**src/rtl/rnn_mm_master.sv**
```systemverilog
// rtl/rnn_mm_master.sv - Command-driven initiator for the RNN accelerator memory-mapped slave port
// Optional feature macro: POLL_TIMEOUT_EN (bounds the number of reads a POLL may issue)
module rnn_mm_master #(
    parameter int RD_LAT         = 1,
    parameter int POLL_GAP       = 4,
    parameter int POLL_MAX_READS = 1024
) (
    input  logic        clk,
    input  logic        rst,
    input  logic        cmd_valid,
    output logic        cmd_ready,
    input  logic [1:0]  cmd_op,
    input  logic [31:0] cmd_addr,
    input  logic [31:0] cmd_data,
    output logic        rsp_valid,
    input  logic        rsp_ready,
    output logic [31:0] rsp_data,
    output logic        rsp_err,
    output logic        m_read,
    output logic        m_write,
    output logic [31:0] m_addr,
    output logic [31:0] m_wdata,
    input  logic [31:0] m_rdata
);

    localparam logic [1:0] OP_WRITE = 2'b00;
    localparam logic [1:0] OP_READ  = 2'b01;
    localparam logic [1:0] OP_POLL  = 2'b10;

    localparam logic [3:0] LAT_LAST = 4'(RD_LAT - 1);
    localparam logic [7:0] GAP_LAST = 8'(POLL_GAP - 1);

    if (RD_LAT < 1 || RD_LAT > 15) begin : g_bad_rd_lat
        $error("RD_LAT must be in 1..15");
    end
    if (POLL_GAP < 0 || POLL_GAP > 255) begin : g_bad_poll_gap
        $error("POLL_GAP must be in 0..255");
    end
    if (POLL_MAX_READS < 1) begin : g_bad_poll_max
        $error("POLL_MAX_READS must be at least 1");
    end

    typedef enum logic [2:0] {
        IDLE,
        WR,
        RD,
        RD_WAIT,
        GAP,
        RESP
    } state_t;

    state_t      state_q, state_d;
    logic [1:0]  op_q, op_d;
    logic [31:0] addr_q, addr_d;
    logic [31:0] data_q, data_d;
    logic [3:0]  lat_q, lat_d;
    logic [7:0]  gap_q, gap_d;
    logic [31:0] rsp_data_q, rsp_data_d;
    logic        rsp_err_q, rsp_err_d;
    logic        hit;

`ifdef POLL_TIMEOUT_EN
    localparam int RC_W = $clog2(POLL_MAX_READS + 1);
    localparam logic [RC_W-1:0] RC_MAX = RC_W'(POLL_MAX_READS);
    logic [RC_W-1:0] rd_cnt_q, rd_cnt_d;
`endif

    // data_q holds the POLL mask; an all-zero mask completes on the first read
    assign hit = (data_q == 32'h0) || ((m_rdata & data_q) != 32'h0);

    always_comb begin
        state_d    = state_q;
        op_d       = op_q;
        addr_d     = addr_q;
        data_d     = data_q;
        lat_d      = lat_q;
        gap_d      = gap_q;
        rsp_data_d = rsp_data_q;
        rsp_err_d  = rsp_err_q;
`ifdef POLL_TIMEOUT_EN
        rd_cnt_d   = rd_cnt_q;
`endif
        case (state_q)
            IDLE: begin
`ifdef POLL_TIMEOUT_EN
                rd_cnt_d = '0;
`endif
                if (cmd_valid) begin
                    op_d   = cmd_op;
                    addr_d = cmd_addr;
                    data_d = cmd_data;
                    case (cmd_op)
                        OP_WRITE: state_d = WR;
                        OP_READ,
                        OP_POLL:  state_d = RD;
                        default: begin
                            state_d    = RESP;
                            rsp_data_d = 32'h0;
                            rsp_err_d  = 1'b1;
                        end
                    endcase
                end
            end
            WR: begin
                state_d    = RESP;
                rsp_data_d = 32'h0;
                rsp_err_d  = 1'b0;
            end
            RD: begin
                state_d = RD_WAIT;
                lat_d   = 4'h0;
`ifdef POLL_TIMEOUT_EN
                rd_cnt_d = rd_cnt_q + 1'b1;
`endif
            end
            RD_WAIT: begin
                if (lat_q == LAT_LAST) begin
                    if (op_q == OP_READ || hit) begin
                        state_d    = RESP;
                        rsp_data_d = m_rdata;
                        rsp_err_d  = 1'b0;
                    end
`ifdef POLL_TIMEOUT_EN
                    else if (rd_cnt_q == RC_MAX) begin
                        state_d    = RESP;
                        rsp_data_d = m_rdata;
                        rsp_err_d  = 1'b1;
                    end
`endif
                    else if (POLL_GAP == 0) begin
                        state_d = RD;
                    end else begin
                        state_d = GAP;
                        gap_d   = 8'h0;
                    end
                end else begin
                    lat_d = lat_q + 4'h1;
                end
            end
            GAP: begin
                if (gap_q == GAP_LAST) begin
                    state_d = RD;
                end else begin
                    gap_d = gap_q + 8'h1;
                end
            end
            RESP: begin
                if (rsp_ready) begin
                    state_d    = IDLE;
                    rsp_data_d = 32'h0;
                    rsp_err_d  = 1'b0;
                end
            end
            default: state_d = IDLE;
        endcase
    end

    always_ff @(posedge clk) begin
        if (rst) begin
            state_q    <= IDLE;
            op_q       <= 2'b00;
            addr_q     <= 32'h0;
            data_q     <= 32'h0;
            lat_q      <= 4'h0;
            gap_q      <= 8'h0;
            rsp_data_q <= 32'h0;
            rsp_err_q  <= 1'b0;
`ifdef POLL_TIMEOUT_EN
            rd_cnt_q   <= '0;
`endif
        end else begin
            state_q    <= state_d;
            op_q       <= op_d;
            addr_q     <= addr_d;
            data_q     <= data_d;
            lat_q      <= lat_d;
            gap_q      <= gap_d;
            rsp_data_q <= rsp_data_d;
            rsp_err_q  <= rsp_err_d;
`ifdef POLL_TIMEOUT_EN
            rd_cnt_q   <= rd_cnt_d;
`endif
        end
    end

    // Strobes are decoded straight from state so each access is exactly one cycle wide
    assign cmd_ready = (state_q == IDLE);
    assign m_read    = (state_q == RD);
    assign m_write   = (state_q == WR);
    assign m_addr    = (state_q == RD || state_q == WR) ? addr_q : 32'h0;
    assign m_wdata   = (state_q == WR) ? data_q : 32'h0;
    assign rsp_valid = (state_q == RESP);
    assign rsp_data  = rsp_data_q;
    assign rsp_err   = rsp_err_q;

endmodule

```
**config.mk**
```make
export PLATFORM = sky130hd
export DESIGN_NAME = rnn_mm_master
export DESIGN_NICKNAME = d
export VERILOG_FILES = /design/src/rtl/rnn_mm_master.sv
export SDC_FILE = /design/constraint.sdc
export NUM_CORES = 1
export LEC_CHECK = 0
export BUFFER_PORTS_ARGS = -buffer_cell sky130_fd_sc_hd__buf_2
export CAP_MARGIN = 40
export CORE_MARGIN = 2
export CORE_UTILIZATION = 54
export CTS_BUF_LIST = sky130_fd_sc_hd__clkbuf_8
export DETAILED_ROUTE_END_ITERATION = 10
export GPL_TIMING_DRIVEN = 0
export PLACE_DENSITY = 0.91
export SYNTH_ARGS = -nofsm -noshare
export SYNTH_HDL_FRONTEND = slang
export SYNTH_SLANG_ARGS = --single-unit
```
**constraint.sdc**
```tcl
create_clock -name clk -period 3.31 [get_ports clk]
set_input_delay 0.662 -clock clk [delete_from_list [all_inputs] [get_ports clk]]
set_output_delay 0.662 -clock clk [all_outputs]
set_load 0.02 [all_outputs]
```
=== Yosys cells after proc, flatten, opt, wreduce, memory -nomap -nowiden ===
Index checks and enable logic that the tools add are counted.

* Register bits after elaboration: 114
* Input bits: 102
* Output and inout port bits: 101
* Logic and storage cells: 74

* $add $sub $neg: 2
* Equality and inequality tests: 18
* Mux-type cells: 27
* Bitwise operators: 1
* Reductions and logical operators: 18

{| class="wikitable"
|+ Operator list
! operator !! count
|-
| 2-to-1 mux 32 bit || 7
|-
| one-hot mux 32 bit (4 select lines) || 1
|-
| bitwise AND 32 bit || 1
|-
| zero test 32 bit || 1
|-
| nonzero test 32 bit || 1
|-
| 2-to-1 mux 8 bit || 3
|-
| one-hot mux 3 bit (6 select lines) || 1
|-
| inequality test 2 bit (second input constant) || 8
|-
| one-hot mux 8 bit (2 select lines) || 1
|-
| 2-to-1 mux 3 bit || 4
|-
| adder 8 x 1 -> 8 bit (second input constant) || 1
|-
| equality test 8 x 2 -> 1 bit (second input constant) || 1
|-
| one-hot mux 4 bit (2 select lines) || 1
|-
| AND reduction 4 bit || 2
|-
| equality test 3 x 2 -> 1 bit (second input constant) || 2
|-
| equality test 3 bit (second input constant) || 2
|-
| 2-to-1 mux 1 bit || 6
|-
| one-hot mux 3 bit (2 select lines) || 1
|-
| AND reduction 6 bit || 1
|-
| adder 4 x 1 -> 4 bit (second input constant) || 1
|-
| equality test 2 x 1 -> 1 bit (second input constant) || 2
|-
| zero test 4 bit || 1
|-
| 2-to-1 mux 4 bit || 1
|-
| one-hot mux 1 bit (4 select lines) || 1
|-
| other kinds (11) || 15
|}

=== Longest topological paths before layout ===
* Depth in word-level cells: 7
* Gate-level depth with buffers: 9
* Mapped depth without buffers: 7

=== Worst setup path before layout ===
No wires, ideal clock.

* Kind: reg-to-output
* Start point: register state_q[1]
* End point: output m_addr[10]
* Arrival time: 2131 ps
* Data required time: 2648 ps
* Slack: 517 ps
* Stages on the path, launching flop included: 7
* Buffers on the path: 2
* Path through: dfxtp_1 -> buf_4 -> clkinv_1 -> nor3_1 -> nor2_1 -> clkbuf_1 -> nor2b_1

* Word-level cells in the longest chain between the ends: 3

{| class="wikitable"
|+ Ends and longest elaborated chain
! item !! RTL line !! RTL
|-
| start, declared || 52 || <nowiki>state_t state_q, state_d;</nowiki>
|-
| start signal, assigned || 172 || <nowiki>state_q <= state_d;</nowiki>
|-
| equality test 3 x 2 -> 1 bit || - ||
|-
| via m_read || 19 || <nowiki>output logic m_read,</nowiki>
|-
| logical OR 1 bit || 190 || <nowiki>assign m_addr = (state_q == RD || state_q == WR) ? addr_q : 32'h0;</nowiki>
|-
| 2-to-1 mux 32 bit || 190 ||
|-
| end, declared || 21 || <nowiki>output logic [31:0] m_addr,</nowiki>
|}

The timed path passes the listed nets, and every way through them passes these cells.

=== Final worst setup path ===
* Start point: register state_q[1]
* End point: output m_addr[30]

* Word-level cells in the longest chain between the ends: 3

{| class="wikitable"
|+ Ends and longest elaborated chain
! item !! RTL line
|-
| equality test 3 x 2 -> 1 bit or equality test 3 x 1 -> 1 bit (tied branches) || 190
|-
| logical OR 1 bit (*) || 190
|-
| 2-to-1 mux 32 bit (*) || 190
|}

Every way passes the cells marked *; elsewhere a longest branch is shown, timed or not.

==> results.md <==
Run status:
- The flow ran to the end, and the final reports show no timing, DRC or antenna violations.

Synthesis:
- The count of synthesis-stage warnings from yosys is 0.
- Synthesis produced a netlist with a net count of 680.
- The share of the synthesized area in the top cell type is 46.66%.
- Synthesis instantiated 51 different standard cells from the library.
- Sequential cells were found to cover 46.66% of the synthesized design area.
- The primary flip-flop cell chosen by synthesis mapping is sky130_fd_sc_hd__dfxtp_1.
- The number of synthesized register bits is 114.
- The biggest area contributor in the post-synthesis netlist is sky130_fd_sc_hd__dfxtp_1.
- The async set or reset register ratio after synthesis is 0%.
- In the post-synthesis netlist, the biggest area contributors are sky130_fd_sc_hd__dfxtp_1 47%, sky130_fd_sc_hd__nand2_1 11%, sky130_fd_sc_hd__a21oi_1 7.3%.
- A synthesized cell averages 8.521 um^2.
- The number of instances in the synthesized netlist is 574.
- The post-synthesis instance area is 4891 um^2.
- The number of enable-type register cells in the synthesized netlist is 0.

Floorplan:
- The floorplan has 34 rows.
- The core area is 8763 um^2.
- In this run the horizontal extent of the chip is 99.17 um.
- The I/O pin count is 203.
- The initial utilization of the core area, before any placement, comes to 55.81%.
- The overall die area is 9835 um^2.
- Measured along the y axis, the die boundary spans 99.17 um.

GRT:
- The largest net degree at the start of global routing is 17.
- The wire length of the first global-routing pass is 24.28 mm.
- The via count of the first global-routing pass is 5048.
- After global routing the overflow that remains totals 0.
- Global routing consumed, over all layers together, 30.85% of the routing resources.
- The initial antenna violation count came to 0.

STA:
- The remaining max-slew budget at the tightest pin is 62.75%.
- The period utilization is 94.74%.
- Setup total negative slack on the finished layout was measured at 0 ns.
- The worst path needs 3.136 ns of the cycle, external delays included.
- Across the routed clock network, the largest skew measured is 0.01217 ns.
- Setup repair after global routing left no endpoint under its margin.
- At the pin with the least slew margin, the transition time is 0.5588 ns.
- The count of endpoints failing setup in the final report is 0.
- The highest clock rate is 318.9 MHz.
- The final-report max-slew violation count is 0.
- The number of failing hold endpoints at the final stage is 0.

Worst hold path:
- The class of the most critical hold timing path is flop to flop.

CTS:
- The clock tree root buffer cell is sky130_fd_sc_hd__clkbuf_8.
- The H-tree depth is 4.
- The total clock buffers created by CTS is 17.
- The TritonCTS clock tree is done.
- At the later pin of the worst-skew pair, clock insertion delay measures 0.43 ns.
- After clock tree synthesis, the clock-pin slew on the worst setup and hold paths is 0.08 ns.
- Clock tree synthesis found a total of 114 sinks.
- Buffers added to address setup during post-CTS repair amount to 0.
- Counting along the longest clock path gives a buffer depth of 2.

Critical path:
- The start-to-end type of the worst setup path is flop to output port.
- The endpoint of the worst setup timing path is m_addr[30].
- Of all nets on the critical path, the largest fanout is 10.
- The endpoint identified for the worst register-to-register timing path is rsp_data[2].
- The launching element of the worst setup path is state_q[1].
- STA classifies the critical path startpoint as a flop.
- The count of cells along the worst register-to-register path is 8.
- Across all register-to-register paths, the minimum setup slack is 0.98 ns.
- The data arrival at the endpoint of the critical path is 2.47 ns.
- The element type at the critical path end is an output port.
- In this run the critical register-to-register path is launched from data_q[21].
- STA puts the critical path data required time at 2.65 ns.

Detailed routing:
- The total vias in the final route is 5248.
- The detailed router finished its first iteration with 360 violations.
- The mean number of vias per cell is 5.736.
- The first detailed-routing pass ran for 5 iterations.
- The final routed DRC violation total is 0.
- The remaining number of nets flagged by the antenna check after routing is 0.
- The wire length reported by the detailed router is 15.54 mm.
- The per-cell routed wire length is 16.98 um.

Power:
- Power spread over the standard cell area amounts to 763.0 nW/um^2.
- For this design the static power due to leakage is 2.932 nW.
- The worst vdd rail ir drop is 0.0003595 V.

Placed design:
- Routability-driven placement finished with a final weighted congestion of 0.9206.
- Port buffering added 201 buffers.
- Including well taps, the total number of placed cells is 883.
- The post-detailed-placement half-perimeter wirelength is 11.65 mm.
- The cell area after placement is 6032 um^2.

Layout:
- The antenna diode count is 0.
- Excluding fillers, the count of instances in the completed layout stands at 915.
- With fillers left out, the area of the finished cells amounts to 6460 um^2.
- From synthesis to final layout, the design area changed by 32.08%.
- The fraction of final layout cells sized beyond drive strength 1 is 32.09%.
- The final-stage net count is 900.
- Fill cells in the final layout number 640.
- Across the whole layout, storage elements account for 2282 um^2.
- Summing all multi-input logic gate instances after layout gives 2389 um^2.

Flow run:
- The number of max-cap violations is 0.
power breakdown:
group	switching [mW]	total, mW	internal, mW
registers	0.192	1.78	1.59
clock network	0.623	1.34	0.718
logic	1.18	1.80	0.620
worst max-delay path, cell delays in order, from the launching register on:
cell and delay (ns):
sky130_fd_sc_hd__dfxtp_1 0.33, sky130_fd_sc_hd__buf_4 0.20, sky130_fd_sc_hd__clkinv_1 0.18, sky130_fd_sc_hd__nor3_2 0.44, sky130_fd_sc_hd__nor2_1 0.23, sky130_fd_sc_hd__clkbuf_1 0.26
sky130_fd_sc_hd__nor2b_1 0.20, sky130_fd_sc_hd__buf_2 0.19
layer usage:
layer | part of all wire (%) | track usage [%] | wire length, um | up-vias
met1 | 38 | 36.15 | 5847 | 2466
met4 | 2.8 | 11.28 | 439 | 0
met5 | 0 | 0 | 0 | -
met2 | 50 | 53.95 | 7801 | 299
li1 | - | - | - | 2437
met3 | 9.3 | 8.573 | 1447 | 46
cell type report:
cell class | count | share of cell area [%]
multi-input cells | 411 | 36.97
flip-flops and latches | 114 | 35.33
repair buffers | 201 | 15.57
clock buffers | 19 | 4.048
plain buffers | 39 | 3.080
clock inverters | 13 | 2.324
well taps | 108 | 2.092
inverters | 10 | 0.5811
cells in the mapped netlist, types with 3 or more instances:
cell type                  instances
sky130_fd_sc_hd__nand2_1         144
sky130_fd_sc_hd__dfxtp_1         114
sky130_fd_sc_hd__a21oi_1          71
sky130_fd_sc_hd__a22o_1           38
sky130_fd_sc_hd__and2_1           33
sky130_fd_sc_hd__nor2b_1          33
sky130_fd_sc_hd__clkbuf_1         26
sky130_fd_sc_hd__nor2_1           11
sky130_fd_sc_hd__inv_1             8
sky130_fd_sc_hd__nor4_1            8
sky130_fd_sc_hd__a221oi_1          7
sky130_fd_sc_hd__buf_6             6
sky130_fd_sc_hd__o21ai_0           6
sky130_fd_sc_hd__nor3_1            5
sky130_fd_sc_hd__a311oi_1          4
sky130_fd_sc_hd__and3_1            4
sky130_fd_sc_hd__ha_1              4
sky130_fd_sc_hd__nand3_1           4
sky130_fd_sc_hd__nand4_1           4
sky130_fd_sc_hd__buf_1             3
sky130_fd_sc_hd__buf_2             3
sky130_fd_sc_hd__nand2b_1          3
stage by stage:
| stage | utilization [%] | hold WS [ns] | setup slack (ns) | power, mW |
|---|---|---|---|---|
| 4_1_cts | 73.64 | 0.4445 | 0.1533 | 4.893 |
| 3_3_place_gp | 68.83 | 0.4376 | 0.4125 | 3.479 |
| 5_1_grt | 73.72 | 0.4447 | 0.08505 | 5.194 |
| 2_1_floorplan | - | 0.4318 | 0.5166 | 2.996 |
| 6_report | 73.72 | 0.4526 | 0.1741 | 4.929 |
| 3_5_place_dp | 68.83 | 0.4439 | 0.3916 | 3.550 |
cell usage in the layout, fill, tap and decap left out, types with 2 or more instances in the layout:
| cell type | netlist | routed |
|---|---|---|
| sky130_fd_sc_hd__buf_2 | 3 | 204 |
| sky130_fd_sc_hd__nand2_1 | 144 | 144 |
| sky130_fd_sc_hd__dfxtp_1 | 114 | 114 |
| sky130_fd_sc_hd__a21oi_1 | 71 | 71 |
| sky130_fd_sc_hd__a22o_1 | 38 | 38 |
| sky130_fd_sc_hd__and2_1 | 33 | 33 |
| sky130_fd_sc_hd__nor2b_1 | 33 | 33 |
| sky130_fd_sc_hd__clkbuf_1 | 26 | 26 |
| sky130_fd_sc_hd__clkbuf_8 | 0 | 19 |
| sky130_fd_sc_hd__nor2_1 | 11 | 11 |
| sky130_fd_sc_hd__inv_1 | 8 | 8 |
| sky130_fd_sc_hd__nor4_1 | 8 | 8 |
| sky130_fd_sc_hd__a221oi_1 | 7 | 7 |
| sky130_fd_sc_hd__buf_6 | 6 | 6 |
| sky130_fd_sc_hd__o21ai_0 | 6 | 6 |
| sky130_fd_sc_hd__clkinvlp_4 | 0 | 5 |
| sky130_fd_sc_hd__nand3_1 | 4 | 4 |
| sky130_fd_sc_hd__nand4_1 | 4 | 4 |
| sky130_fd_sc_hd__and3_1 | 4 | 4 |
| sky130_fd_sc_hd__a311oi_1 | 4 | 4 |
| sky130_fd_sc_hd__ha_1 | 4 | 4 |
| sky130_fd_sc_hd__buf_1 | 3 | 3 |
| sky130_fd_sc_hd__nor3_1 | 5 | 3 |
| sky130_fd_sc_hd__nand2b_1 | 3 | 3 |
| sky130_fd_sc_hd__clkinv_4 | 0 | 3 |
| sky130_fd_sc_hd__inv_6 | 0 | 3 |
| sky130_fd_sc_hd__a22oi_1 | 2 | 2 |
| sky130_fd_sc_hd__and4_1 | 2 | 2 |
| sky130_fd_sc_hd__a211oi_1 | 2 | 2 |
| sky130_fd_sc_hd__xor2_1 | 2 | 2 |
| sky130_fd_sc_hd__a221oi_2 | 2 | 2 |
| sky130_fd_sc_hd__a31oi_1 | 2 | 2 |
| sky130_fd_sc_hd__bufinv_16 | 0 | 2 |
cell families after synthesis:
kind of cell,Yosys count,synth area share (%)
AO/OA/AOI/OAI,147,21.49
XOR/XNOR,2,0.3582
adder cells (fa/ha/maj),4,1.023
buffers and inverters,49,4.835
flip-flops,114,46.66
multiplexers,1,0.2047
AND/OR/NAND/NOR,257,25.43
worst min path at each step:
stage	start	endpoint	slack (ns)	depth (start not counted)
floorplan	addr_q[0]	addr_q[0]	0.43	2
global placement	addr_q[23]	addr_q[23]	0.44	2
detailed placement	addr_q[24]	addr_q[24]	0.44	2
CTS	m_rdata[17]	rsp_data[17]	0.44	2
global route	m_rdata[6]	rsp_data[6]	0.44	2
finish	addr_q[12]	addr_q[12]	0.45	2
repair_timing:
item / 4_1_cts / 5_1_grt
gates cloned: 0 / 0
hold buffers: 0 / 0
endpoints found under the setup margin: 30 / 5
pin swaps: 0 / 0
resized for setup: 2 / 1
hold endpoints to repair: 0 / 0
state kept, by name, indices dropped and copies added, names as in the netlist:
register  cells
lat_q         4
data_q       32
op_q          2
gap_q         8
rsp_data     32
rsp_err       1
addr_q       32
state_q       3
Note: power is estimated with default switching activity, not from simulation.
